==> src/rtl/cache_arbiter_pkg.sv <==
// Shared types and constants for the cache-line memory port arbiter.
// States are plain logic constants so they read identically in RTL, bench and waveforms.
package cache_arbiter_pkg;

  localparam int LINE_BITS = 256;

  typedef logic [1:0] arb_state_t;

  localparam arb_state_t ST_IDLE    = 2'd0;
  localparam arb_state_t ST_SERVE_I = 2'd1;
  localparam arb_state_t ST_SERVE_D = 2'd2;
  localparam arb_state_t ST_RECOVER = 2'd3;

  // Owner of the most recent grant; a tie goes to the opposite side.
  localparam logic GRANT_I = 1'b0;
  localparam logic GRANT_D = 1'b1;

endpackage

==> src/rtl/cache_arbiter.sv <==
// Shares one cache-line memory port between the icache and dcache: one grant at a time,
// alternating priority on ties, latched request, response steered back to its owner.
module cache_arbiter
  import cache_arbiter_pkg::*;
#(
  parameter int LINE_W = LINE_BITS,
  parameter int ADDR_W = 32
) (
  input  logic              clk,
  input  logic              rst,
  input  logic              i_read,
  input  logic [ADDR_W-1:0] i_addr,
  output logic [LINE_W-1:0] i_rdata,
  output logic              i_resp,
  input  logic              d_read,
  input  logic              d_write,
  input  logic [ADDR_W-1:0] d_addr,
  input  logic [LINE_W-1:0] d_wdata,
  output logic [LINE_W-1:0] d_rdata,
  output logic              d_resp,
  output logic              pmem_read,
  output logic              pmem_write,
  output logic [ADDR_W-1:0] pmem_address,
  output logic [LINE_W-1:0] pmem_wdata,
  input  logic [LINE_W-1:0] pmem_rdata,
  input  logic              pmem_resp,
  output logic [1:0]        state_dbg
);

  arb_state_t        state_q, state_d;
  logic              last_grant_q, last_grant_d;
  logic [ADDR_W-1:0] addr_q, addr_d;
  logic [LINE_W-1:0] wdata_q, wdata_d;
  logic              op_write_q, op_write_d;

  logic i_req;
  logic d_req;
  logic grant_d_side;
  logic serving;

  // Handshake: each cache holds its request until its one-cycle resp; the memory holds
  // pmem_resp for exactly one cycle while a strobe is up. RECOVER gives the cache a
  // cycle to drop the finished request before the next IDLE decision.
  always_comb begin
    state_d      = state_q;
    last_grant_d = last_grant_q;
    addr_d       = addr_q;
    wdata_d      = wdata_q;
    op_write_d   = op_write_q;

    i_req        = i_read;
    d_req        = d_read | d_write;
    grant_d_side = d_req & (~i_req | (last_grant_q == GRANT_I));

    case (state_q)
      ST_IDLE: begin
        if (grant_d_side) begin
          state_d      = ST_SERVE_D;
          last_grant_d = GRANT_D;
          addr_d       = d_addr;
          wdata_d      = d_wdata;
          op_write_d   = d_write;
        end else if (i_req) begin
          state_d      = ST_SERVE_I;
          last_grant_d = GRANT_I;
          addr_d       = i_addr;
          op_write_d   = 1'b0;
        end
      end
      ST_SERVE_I, ST_SERVE_D: begin
        if (pmem_resp) begin
          state_d = ST_RECOVER;
        end
      end
      ST_RECOVER: begin
        state_d = ST_IDLE;
      end
      default: begin
        state_d = ST_IDLE;
      end
    endcase
  end

  always_ff @(posedge clk) begin
    if (rst) begin
      state_q      <= ST_IDLE;
      last_grant_q <= GRANT_I;
      addr_q       <= '0;
      wdata_q      <= '0;
      op_write_q   <= 1'b0;
    end else begin
      state_q      <= state_d;
      last_grant_q <= last_grant_d;
      addr_q       <= addr_d;
      wdata_q      <= wdata_d;
      op_write_q   <= op_write_d;
    end
  end

  always_comb begin
    serving      = (state_q == ST_SERVE_I) | (state_q == ST_SERVE_D);
    pmem_read    = serving & ~op_write_q;
    pmem_write   = serving & op_write_q;
    pmem_address = addr_q;
    pmem_wdata   = wdata_q;
    i_resp       = (state_q == ST_SERVE_I) & pmem_resp;
    d_resp       = (state_q == ST_SERVE_D) & pmem_resp;
    i_rdata      = pmem_rdata;
    d_rdata      = pmem_rdata;
    state_dbg    = state_q;
  end

endmodule
==> config.mk <==
export PLATFORM = sky130hd
export DESIGN_NAME = cache_arbiter
export DESIGN_NICKNAME = d
export VERILOG_FILES = /design/src/rtl/cache_arbiter_pkg.sv /design/src/rtl/cache_arbiter.sv
export SDC_FILE = /design/constraint.sdc
export NUM_CORES = 1
export LEC_CHECK = 0
export CAP_MARGIN = 0
export CORE_AREA = 2 2 534 536
export CTS_CLUSTER_DIAMETER = 30
export DETAILED_ROUTE_END_ITERATION = 6
export DIE_AREA = 0 0 536 538
export GPL_ROUTABILITY_DRIVEN = 0
export PLACE_DENSITY = 0.3
export SLEW_MARGIN = 20
export SYNTH_ARGS = -nofsm -noshare
export SYNTH_HDL_FRONTEND = slang
export SYNTH_SLANG_ARGS = --single-unit
==> constraint.sdc <==
create_clock -name clk -period 2.6 [get_ports clk]
set_input_delay 0.39 -clock clk [delete_from_list [all_inputs] [get_ports clk]]
set_output_delay 0.39 -clock clk [all_outputs]
set_load 0.01 [all_outputs]
==> results of run 1 <==
-- final timing paths --
kind	startpoint	to	slack, ns	depth (start not counted)
min	rst	pmem_wdata[244]$_SDFFE_PP0P_	0.06	2
min reg2reg	pmem_wdata[246]$_SDFFE_PP0P_	pmem_wdata[246]$_SDFFE_PP0P_	0.47	2
max reg2reg	state_dbg[1]$_SDFFE_PP0P_	pmem_wdata[63]$_SDFFE_PP0P_	0.37	5
max	pmem_address[21]$_SDFFE_PP0P_	pmem_address[21]	0.13	1
-- layout by cell type (no fill, tap or decap), types with 2 or more instances in the layout --
master and instances:
dfxtp_1 291, inv_2 2, nor2_1 34, nand2_1 34
diode_2 3, clkbuf_8 36, clkinv_16 2, ha_1 3
a21oi_1 288, nand3_1 256, clkbuf_16 125, dlygate4sd2_1 4
and2_1 3, buf_12 25, clkdlybuf4s50_1 599, nor2b_1 2
a211oi_1 31, o21ai_0 258, buf_4 38, clkinv_2 18
clkbuf_1 35, bufinv_16 4
-- routing by layer --
| metal | vias up | track usage, % | part of all wire (%) |
|---|---|---|---|
| met5 | - | 0.09868 | 0.029 |
| met4 | 6 | 6.470 | 7.1 |
| met3 | 535 | 8.086 | 19 |
| met2 | 1069 | 15.41 | 45 |
| met1 | 6668 | 8.185 | 29 |
| li1 | 6264 | - | - |
-- registers in the layout (all words and copies together) (netlist names) --
register and flops:
last_grant_q 1, op_write_q 1, pmem_address 32, pmem_wdata 256, state_dbg 2
-- metrics by stage --
stage | area (µm²) | total power [mW] | hold slack (ns) | cells | setup slack [ns]
4_1_cts | 26210 | 32.58 | 0.007097 | 5868 | 0.001268
5_1_grt | 26210 | 33.35 | 0.04966 | 5869 | 0.01883
2_1_floorplan | 15100 | 11.15 | 0.4680 | 1887 | 0.9053
3_5_place_dp | 22160 | 18.03 | 0.4672 | 5646 | 0.2164
3_3_place_gp | 22160 | 18.07 | 0.4605 | 5646 | 0.2503
6_report | 26220 | 31.45 | 0.06305 | 5871 | 0.1262
-- Yosys cell counts (2+ instances only) --
| library cell | number |
|---|---|
| a211oi_1 | 31 |
| a21oi_1 | 288 |
| and2_1 | 3 |
| buf_2 | 61 |
| buf_4 | 518 |
| clkbuf_1 | 91 |
| dfxtp_1 | 292 |
| ha_1 | 4 |
| inv_1 | 2 |
| nand2_1 | 34 |
| nand3_1 | 256 |
| nor2_1 | 34 |
| nor2b_1 | 2 |
| o21ai_0 | 258 |
-- cells by family after synthesis --
family,Yosys count
AND/OR/NAND/NOR,331
adder cells (fa/ha/maj),4
AO/OA/AOI/OAI,586
multiplexers,1
buffers and inverters,673
flip-flops,292
-- cell type report --
cell class,count,area share [%]
clock buffers,196,14.32
flip-flops and latches,292,22.30
repair buffers,668,26.10
inverters,3,0.07158
clock inverters,25,1.107
well taps,3762,17.95
multi-input cells,922,18.12
diodes,3,0.02863
-- power groups by stage --
| stage | clock, mW | sequential, mW | combinational, mW |
|---|---|---|---|
| floorplan | 0 | 6.97 | 4.18 |
| global placement | 0 | 6.63 | 11.4 |
| global route | 14.7 | 6.75 | 11.9 |
| finish | 14.1 | 6.58 | 10.8 |
| detailed placement | 0 | 6.65 | 11.4 |
| CTS | 14.5 | 6.62 | 11.4 |
-- timing repair --
action / 4_1_cts / 5_1_grt
setup endpoints to repair: 8 / 2
resized for setup: 6 / 2
setup buffers: 1 / 0
pin swaps: 1 / 0
==> results.py, run 1 <==
metrics = {
    "floorplanning": {
        "initial_core_util_pct": 5.333,
        "rows": 196,
        "core-area_mm2": 0.2832,
        "io_pins": 1388,
        "dieHeight_um": 538,
        "dieArea_mm2": 0.2884,
        "die_x_um": 536,
    },
    "hold_path": {
        "worstHoldPathType": "in2reg",
    },
    "sta": {
        "fin_crit_sh_pct": 95.15,
        "final.setup_skew_ns": 0.07894,
        "min_period_ns": 2.474,
        "final_hold_viol_count": 0,
        "worst-slew-pin-transition_ns": 0.9305,
        "fmax_mhz": 404.2,
        "maxSlewHeadroom_pct": 37.96,
        "drv_slew": 0,
        "finalSetupTns_ns": 0,
        "rsz0062_at_grt": "no",
        "setup-violations-final": 0,
    },
    "worst_setup_path": {
        "crit_buf_inv": 1,
        "arrival_ns": 2.08,
        "setup.worst_path.class": "reg2out",
        "cp.required_ns": 2.21,
        "crit_path_top_delay_cell": "clkdlybuf4s50_1",
        "startpoint_type": "flip-flop",
        "cpPeakStageDelay_ns": 0.95,
        "path_max_fanout": 2,
        "path_cells": "clkdlybuf4s50_1",
        "crit_family": "buffers and inverters",
        "worstSetupEndpointType": "primary output",
    },
    "power": {
        "ir_worst_vdd_v": 0.0005007,
        "p_seq_share_pct": 20.9,
        "p_sw_mw": 11.63,
        "switching_share_pct": 36.97,
        "clockPowerShare_pct": 44.8,
        "p_leak_nw": 8.406,
        "p_int_mw": 19.82,
        "pwr-share-comb_pct": 34.3,
        "powerDensity_mw_per_mm2": 1199,
    },
    "synth": {
        "yosys.area.top_type": "dfxtp_1",
        "synthArstFlopShare_pct": 0,
        "synth_compound_area_share_pct": 20.31,
        "ys_warn_count": 0,
        "synth_nets": 2473,
        "synth_top_area_share_pct": 38.70,
        "synthAdderAreaFrac_pct": 0.3313,
        "synthTopCellsByArea": "dfxtp_1 (39%), buf_4 (26%), a21oi_1 (9.5%)",
        "yosys.area_share.simple_pct": 10.49,
        "netlist_instances": 1887,
        "synth_top_family_by_area": "buffers and inverters",
        "synth_xor_area_share_pct": 0,
        "synth.ff_latch_count": 292,
        "netlist-cell-type-count": 27,
        "synth_seq_area_share_pct": 38.70,
        "muxShareOfSynthArea_pct": 0.06627,
        "syn_avg_cell_area_um2": 8.004,
        "syn_area_mm2": 0.01510,
        "synth_edf_count": 0,
        "ys.flop_type": "dfxtp_1",
    },
    "routing": {
        "drc_errors": 0,
        "ant_nets": 0,
        "drtPass1Iterations": 5,
        "routed_wl_um": 147100,
        "viasPerCell": 2.477,
        "routedWlPerCell_um": 25.05,
        "first_iter_violations": 685,
        "vias": 14540,
    },
    "grt": {
        "grt_start_max_net_pins": 100,
        "grt_pass1_wl_um": 179500,
        "grt.overflow.total": 0,
        "grt_use_total_pct": 9.730,
        "antenna_found_initial": 35,
        "grt_pass1_vias": 15100,
    },
    "placement": {
        "place_hpwl_um": 121200,
        "port_buffers": 619,
    },
    "finish": {
        "seq_area_mm2": 0.005847,
        "nets": 2597,
        "post-route-util_pct": 9.257,
        "area_delta_synth_final_pct": 73.58,
        "multiInputGateArea_mm2": 0.004750,
        "fill_cells": 32920,
        "drive_gt1_share_pct": 12.30,
    },
    "clock_tree": {
        "cts_inserted_buffers": 124,
        "clk_latency_ns": 0.82,
        "cts_hold_buf": 0,
        "clk_pin_slew_worst_paths_ns": 0.04,
        "cts.htree.levels": 3,
        "cts_buffer_depth": 4,
        "cts.sinks": 292,
        "cts_tree": "built",
        "clock-root-buffer": "clkbuf_16",
    },
    "job": {
        "drv_cap": 0,
    },
    "outcome": {
        "outcome": "finished clean",
    },
}
No activity file was read; power rests on OpenSTA's default activity.
==> run 2: changes to the inputs <==
==> constraint.sdc (replaced) <==
create_clock -name clk -period 2.05 [get_ports clk]
set_input_delay 0.3075 -clock clk [delete_from_list [all_inputs] [get_ports clk]]
set_output_delay 0.3075 -clock clk [all_outputs]
set_load 0.01 [all_outputs]
==> run 2 against run 1 <==
The flow now finishes with violations (setup timing). Flip-flop and latch count did not move. Non-clock buffer count up 33. Core utilization increased by 0.22 points. Critical path type unchanged. Largest power group unchanged.
==> results.py, run 2 (synthesis results as in run 1) <==
metrics = {
    "clock_tree": {
        "cts.htree.levels": 4,
        "cts_tree": "built",
        "clk_pin_slew_worst_paths_ns": 0.04,
        "clock-root-buffer": "clkbuf_16",
        "cts_inserted_buffers": 135,
        "clk_latency_ns": 0.78,
        "cts_buffer_depth": 4,
        "cts.sinks": 292,
    },
    "hold_path": {
        "hold_depth": 3,
        "hp-start": "d_wdata[121]",
        "worstHoldPathType": "in2reg",
        "hold_path_end": "pmem_wdata[121]$_SDFFE_PP0P_",
    },
    "worst_setup_path": {
        "path_cells": "inv_4, buf_4, buf_6, ha_2, and2_4, buf_12",
        "worstSetupEndpointType": "primary output",
        "path_max_fanout": 2,
        "setup.worst_path.class": "reg2out",
        "reg2reg_from": "state_dbg[0]$_SDFFE_PP0P_",
        "crit_path_top_delay_cell": "dfxtp_2",
        "reg2reg_slack_ns": 0.20,
        "reg2reg_depth": 5,
        "reg2reg_to": "pmem_wdata[72]$_SDFFE_PP0P_",
        "cp.required_ns": 1.74,
        "cpPeakStageDelay_ns": 0.35,
        "arrival_ns": 1.81,
        "startpoint_type": "flip-flop",
    },
    "outcome": {
        "outcome": "complete, but fails checks",
        "violations": "setup timing",
    },
    "grt": {
        "grt.overflow.total": 0,
        "antenna_found_initial": 38,
        "grt_use_total_pct": 9.759,
        "grt_pass1_wl_um": 180500,
        "grt_start_max_net_pins": 75,
        "grtUsageMet1_pct": 7.847,
        "gr-max-usage-layer": "met2",
        "use_met3_pct": 8.569,
        "globalRouteMet2Util_pct": 15.58,
        "grt_pass1_vias": 15600,
    },
    "placement": {
        "placed_cells": 5672,
        "place_hpwl_um": 122700,
        "dp_slack_ns": -0.2249,
        "port_buffers": 619,
    },
    "sta": {
        "fmax_mhz": 471.3,
        "maxSlewHeadroom_pct": 60.80,
        "min_period_ns": 2.122,
        "worst-slew-pin-transition_ns": 0.5903,
        "timing.final.ws_setup_ns": -0.07195,
        "final_hold_viol_count": 0,
        "final.setup_skew_ns": 0.06984,
        "setup-violations-final": 3,
        "fin_crit_sh_pct": 103.5,
        "drv_slew": 0,
        "rsz0062_at_grt": "yes",
    },
    "floorplanning": {
        "initial_core_util_pct": 5.333,
        "dieArea_mm2": 0.2884,
        "die_x_um": 536,
        "dieHeight_um": 538,
        "io_pins": 1388,
        "core-area_mm2": 0.2832,
        "rows": 196,
    },
    "routing": {
        "vias": 14890,
        "ant_nets": 0,
        "routedWlPerCell_um": 24.94,
        "viasPerCell": 2.516,
        "drtPass1Iterations": 5,
        "first_iter_violations": 689,
        "routed_wl_um": 147600,
        "drc_errors": 0,
    },
    "job": {
        "drv_cap": 0,
    },
    "power": {
        "ir_worst_vdd_v": 0.0006070,
        "p_leak_nw": 9.332,
        "power_mw": 41.41,
        "powerDensity_mw_per_mm2": 1543,
    },
    "finish": {
        "fin_cells": 5919,
        "fill_cells": 32830,
        "layout_common_cells": "clkdlybuf4s50_1 (437), a21oi_1 (288), dfxtp_1 (285), o21ai_0 (258), nand3_1 (256)",
        "area_delta_synth_final_pct": 77.74,
        "layout_commonest_cell": "clkdlybuf4s50_1",
        "drive_gt1_share_pct": 16.16,
        "largest_register_ffs": 256,
        "post-route-util_pct": 9.478,
        "nets": 2641,
    },
}
[run 2: cell count changes in the layout (fill, tap and decap cells not counted), sizes merged, moves of 4 or more]
| cell | change |
|---|---|
| clkdlybuf4s15 | +11 |
| clkbuf | +15 |
| dlygate4sd2 | +127 |
| buf | +54 |
| clkdlybuf4s50 | -162 |
| clkinv | +4 |
[run 2: worst max-delay path by stage]
stage	slack (ns)	cells past startpoint	from	end
floorplan	0.36	8	state_dbg[0]$_SDFFE_PP0P_	pmem_wdata[100]$_SDFFE_PP0P_
global placement	-0.23	6	d_read	pmem_address[11]$_SDFFE_PP0P_
detailed placement	-0.22	7	d_read	pmem_wdata[49]$_SDFFE_PP0P_
CTS	-0.21	4	state_dbg[1]$_SDFFE_PP0P_	pmem_read
global route	-0.18	4	state_dbg[1]$_SDFFE_PP0P_	pmem_read
finish	-0.07	6	state_dbg[1]$_SDFFE_PP0P_	i_resp
[run 2: where the power goes]
part	switching [mW]	internal (mW)
logic	8.68	5.14
registers	0.962	7.33
clock network	5.55	13.8
[run 2: stage by stage]
step	hold WS (ns)	area, µm²	TNS (ns)
4_1_cts	0.01195	26830	-0.4718
3_3_place_gp	0.4603	22530	-36.26
6_report	0.09552	26850	-0.1921
5_1_grt	0.05575	26840	-0.4964
3_5_place_dp	0.4665	22530	-37.33
2_1_floorplan	0.4486	15100	0
[run 2: layout make-up]
cell class	instances	area [µm²]	share of cell area, %
Antenna cell	4	10.01	0.03728
Clock buffer	208	4066	15.15
Clock inverter	27	302.8	1.128
Inverter	3	21.27	0.07923
Multi-Input combinational cell	922	4780	17.80
Sequential cell	292	5857	21.82
Tap cell	3762	4707	17.53
Timing Repair Buffer	701	7103	26.46
[run 2: per-layer routing]
layer / up-vias / part of all wire [%]
li1: 6353 / -
met3: 526 / 20
met2: 1136 / 45
met4: 16 / 7.0
met1: 6863 / 28
met5: - / 0.11
[run 2: what timing repair did]
item	in CTS	in global routing
hold endpoints to repair	22	0
cloned	0	0
gates resized for setup	181	10
setup buffers	5	3
endpoints found under the setup margin	163	11
hold buffers	1	0
pin swaps	1	0
[run 2: worst max-delay path: cells and delay by family (launching register included)]
| kind | cells | cell delay (ns) |
|---|---|---|
| fa+ha+maj | 1 | 0.15 |
| buf+inv | 4 | 0.41 |
| flops | 1 | 0.35 |
| simple gates | 1 | 0.14 |
==> run 3: changes to the inputs <==
--- a/config.mk
+++ b/config.mk
@@ -10,7 +10,7 @@
 export CTS_CLUSTER_DIAMETER = 30
 export DETAILED_ROUTE_END_ITERATION = 6
 export DIE_AREA = 0 0 536 538
-export GPL_ROUTABILITY_DRIVEN = 0
+export GPL_ROUTABILITY_DRIVEN = 1
 export PLACE_DENSITY = 0.3
 export SLEW_MARGIN = 20
 export SYNTH_ARGS = -nofsm -noshare
==> constraint.sdc (replaced) <==
create_clock -name clk -period 2.7 [get_ports clk]
set_input_delay 0.405 -clock clk [delete_from_list [all_inputs] [get_ports clk]]
set_output_delay 0.405 -clock clk [all_outputs]
set_load 0.01 [all_outputs]
==> run 3 against run 2 <==
The run now ends clean. Core utilization shrank 0.25 points. Wire length fell by 0.68%. Hold slack worse by 0.00073 ns. Power fell by 28%. Die area unchanged. Clock-buffer cell count is 16 lower. Sequential share of layout area grew 0.56 points. Global-route usage fell by 0.064 points. Combinational power decreased by 25%. Largest power group unchanged.
==> results.py, run 3 (synthesis results as in run 1) <==
metrics = {
    "worst_setup_path": {
        "startpoint_type": "flip-flop",
        "cpPeakStageDelay_ns": 0.49,
        "crit_family": "buffers and inverters",
        "crit_buf_inv": 2,
        "worstSetupEndpointType": "primary output",
        "setup.worst_path.class": "reg2out",
        "crit_path_top_delay_cell": "clkdlybuf4s50_1",
        "cp.required_ns": 2.30,
        "path_cells": "inv_2, ha_1, and2_1, clkdlybuf4s50_1",
        "arrival_ns": 2.15,
        "path_max_fanout": 4,
    },
    "routing": {
        "first_iter_violations": 636,
        "drc_errors": 0,
        "routed_wl_um": 146600,
        "ant_nets": 0,
        "routedWlPerCell_um": 24.95,
        "vias": 14570,
        "drtPass1Iterations": 6,
        "viasPerCell": 2.479,
    },
    "clock_tree": {
        "cts_tree": "built",
        "clk_pin_slew_worst_paths_ns": 0.04,
        "cts_inserted_buffers": 121,
        "cts.htree.levels": 3,
        "clock-root-buffer": "clkbuf_16",
        "cts_buffer_depth": 4,
        "cts.sinks": 292,
        "cts_hold_buf": 0,
        "clk_latency_ns": 0.82,
    },
    "placement": {
        "dp_slack_ns": 0.2615,
        "gp_congestion": 0.8155,
        "place_hpwl_um": 120600,
        "port_buffers": 619,
        "placed_cells": 5649,
    },
    "finish": {
        "layout_commonest_cell": "clkdlybuf4s50_1",
        "fin_cells": 5877,
        "layout_common_cells": "clkdlybuf4s50_1 (604), dfxtp_1 (291), a21oi_1 (288), o21ai_0 (258), nand3_1 (256)",
        "nets": 2597,
        "largest_register_ffs": 256,
        "area_delta_synth_final_pct": 72.98,
        "fill_cells": 32950,
        "drive_gt1_share_pct": 12.61,
    },
    "job": {
        "drv_cap": 0,
    },
    "sta": {
        "finalSetupTns_ns": 0,
        "drv_slew": 0,
        "worst-slew-pin-transition_ns": 0.9877,
        "fmax_mhz": 391.8,
        "fin_crit_sh_pct": 94.53,
        "timing.final.ws_setup_ns": 0.1478,
        "final.setup_skew_ns": 0.08005,
        "setup-violations-final": 0,
        "rsz0062_at_grt": "no",
        "maxSlewHeadroom_pct": 34.15,
        "min_period_ns": 2.552,
        "final_hold_viol_count": 0,
    },
    "floorplanning": {
        "core-area_mm2": 0.2832,
        "die_x_um": 536,
        "initial_core_util_pct": 5.333,
        "io_pins": 1388,
        "dieHeight_um": 538,
        "dieArea_mm2": 0.2884,
        "rows": 196,
    },
    "power": {
        "p_leak_nw": 8.341,
        "ir_worst_vdd_v": 0.0005453,
        "powerDensity_mw_per_mm2": 1140,
    },
    "grt": {
        "grt_pass1_wl_um": 179000,
        "grt_pass1_vias": 15100,
        "grt_start_max_net_pins": 128,
        "antenna_found_initial": 29,
        "grt.overflow.total": 0,
        "grt_use_total_pct": 9.694,
    },
    "hold_path": {
        "worstHoldPathType": "in2reg",
    },
    "outcome": {
        "outcome": "finished clean",
    },
}
==> run 3: changes by cell type in the layout (fill, tap and decap cells not counted), sizes merged, moves of 3 or more <==
cell,change
clkinv,+3
clkdlybuf4s50,+167
dlygate4sd2,-131
clkbuf,-19
clkdlybuf4s15,-10
buf,-52
==> run 3: metrics by stage <==
step | hold slack, ns | instance area, µm² | utilization (%) | total power [mW]
floorplan | 0.4680 | 15100 | - | 10.74
global placement | 0.4608 | 22150 | 7.819 | 17.33
detailed placement | 0.4667 | 22150 | 7.819 | 17.29
CTS | 0.04050 | 26110 | 9.219 | 30.85
global route | 0.08012 | 26120 | 9.220 | 31.58
finish | 0.09479 | 26130 | 9.224 | 29.78
==> run 3: final cells by class <==
type	count	area (µm²)	share of cell area (%)
inverter	3	18.77	0.07183
multi-input combinational	922	4757	18.21
antenna	6	15.01	0.05747
clock inverter	29	249.0	0.9530
tap	3762	4707	18.02
clock buffer	192	3695	14.14
timing repair buffer	671	6839	26.18
sequential	292	5847	22.38
==> run 3: report_power, final <==
group	leakage, nW	total (mW)	internal, mW	switching, mW
Clock	1.96	13.1	9.24	3.88
Sequential	2.41	6.37	5.55	0.811
Combinational	3.97	10.3	3.87	6.42
Total	8.34	29.8	18.7	11.1
==> run 3: worst register-to-register path, cell delays in order, from the launching register on <==
cell and delay, ns:
dfxtp_1 0.41, inv_2 0.10, ha_4 0.28, inv_8 0.15
buf_4 0.59, o21ai_0 0.42, a21oi_1 0.19
==> run 3: path summary, 6_finish.rpt <==
kind         depth (start not counted)                        start  slack (ns)                           end
max                                  4    state_dbg[1]$_SDFFE_PP0P_        0.15                        i_resp
max reg2reg                          6    state_dbg[1]$_SDFFE_PP0P_        0.44   pmem_wdata[94]$_SDFFE_PP0P_
min                                  2                          rst        0.09  pmem_wdata[254]$_SDFFE_PP0P_
min reg2reg                          2  pmem_wdata[91]$_SDFFE_PP0P_        0.47   pmem_wdata[91]$_SDFFE_PP0P_
==> run 3: routing by layer <==
| metal | share of wire (%) | GRT usage [%] | wire length, µm |
|---|---|---|---|
| met2 | 45 | 15.58 | 66700 |
| met1 | 30 | 8.343 | 44090 |
| met3 | 18 | 7.652 | 26110 |
| met5 | 0.068 | 0.1809 | 99 |
| met4 | 6.6 | 6.095 | 9623 |
==> run 3: repair_timing <==
action                                  4_1_cts  5_1_grt
pin swaps                                     1        0
endpoints found under the setup margin        2        2
resized for setup                             7        1
buffers inserted                              1        0
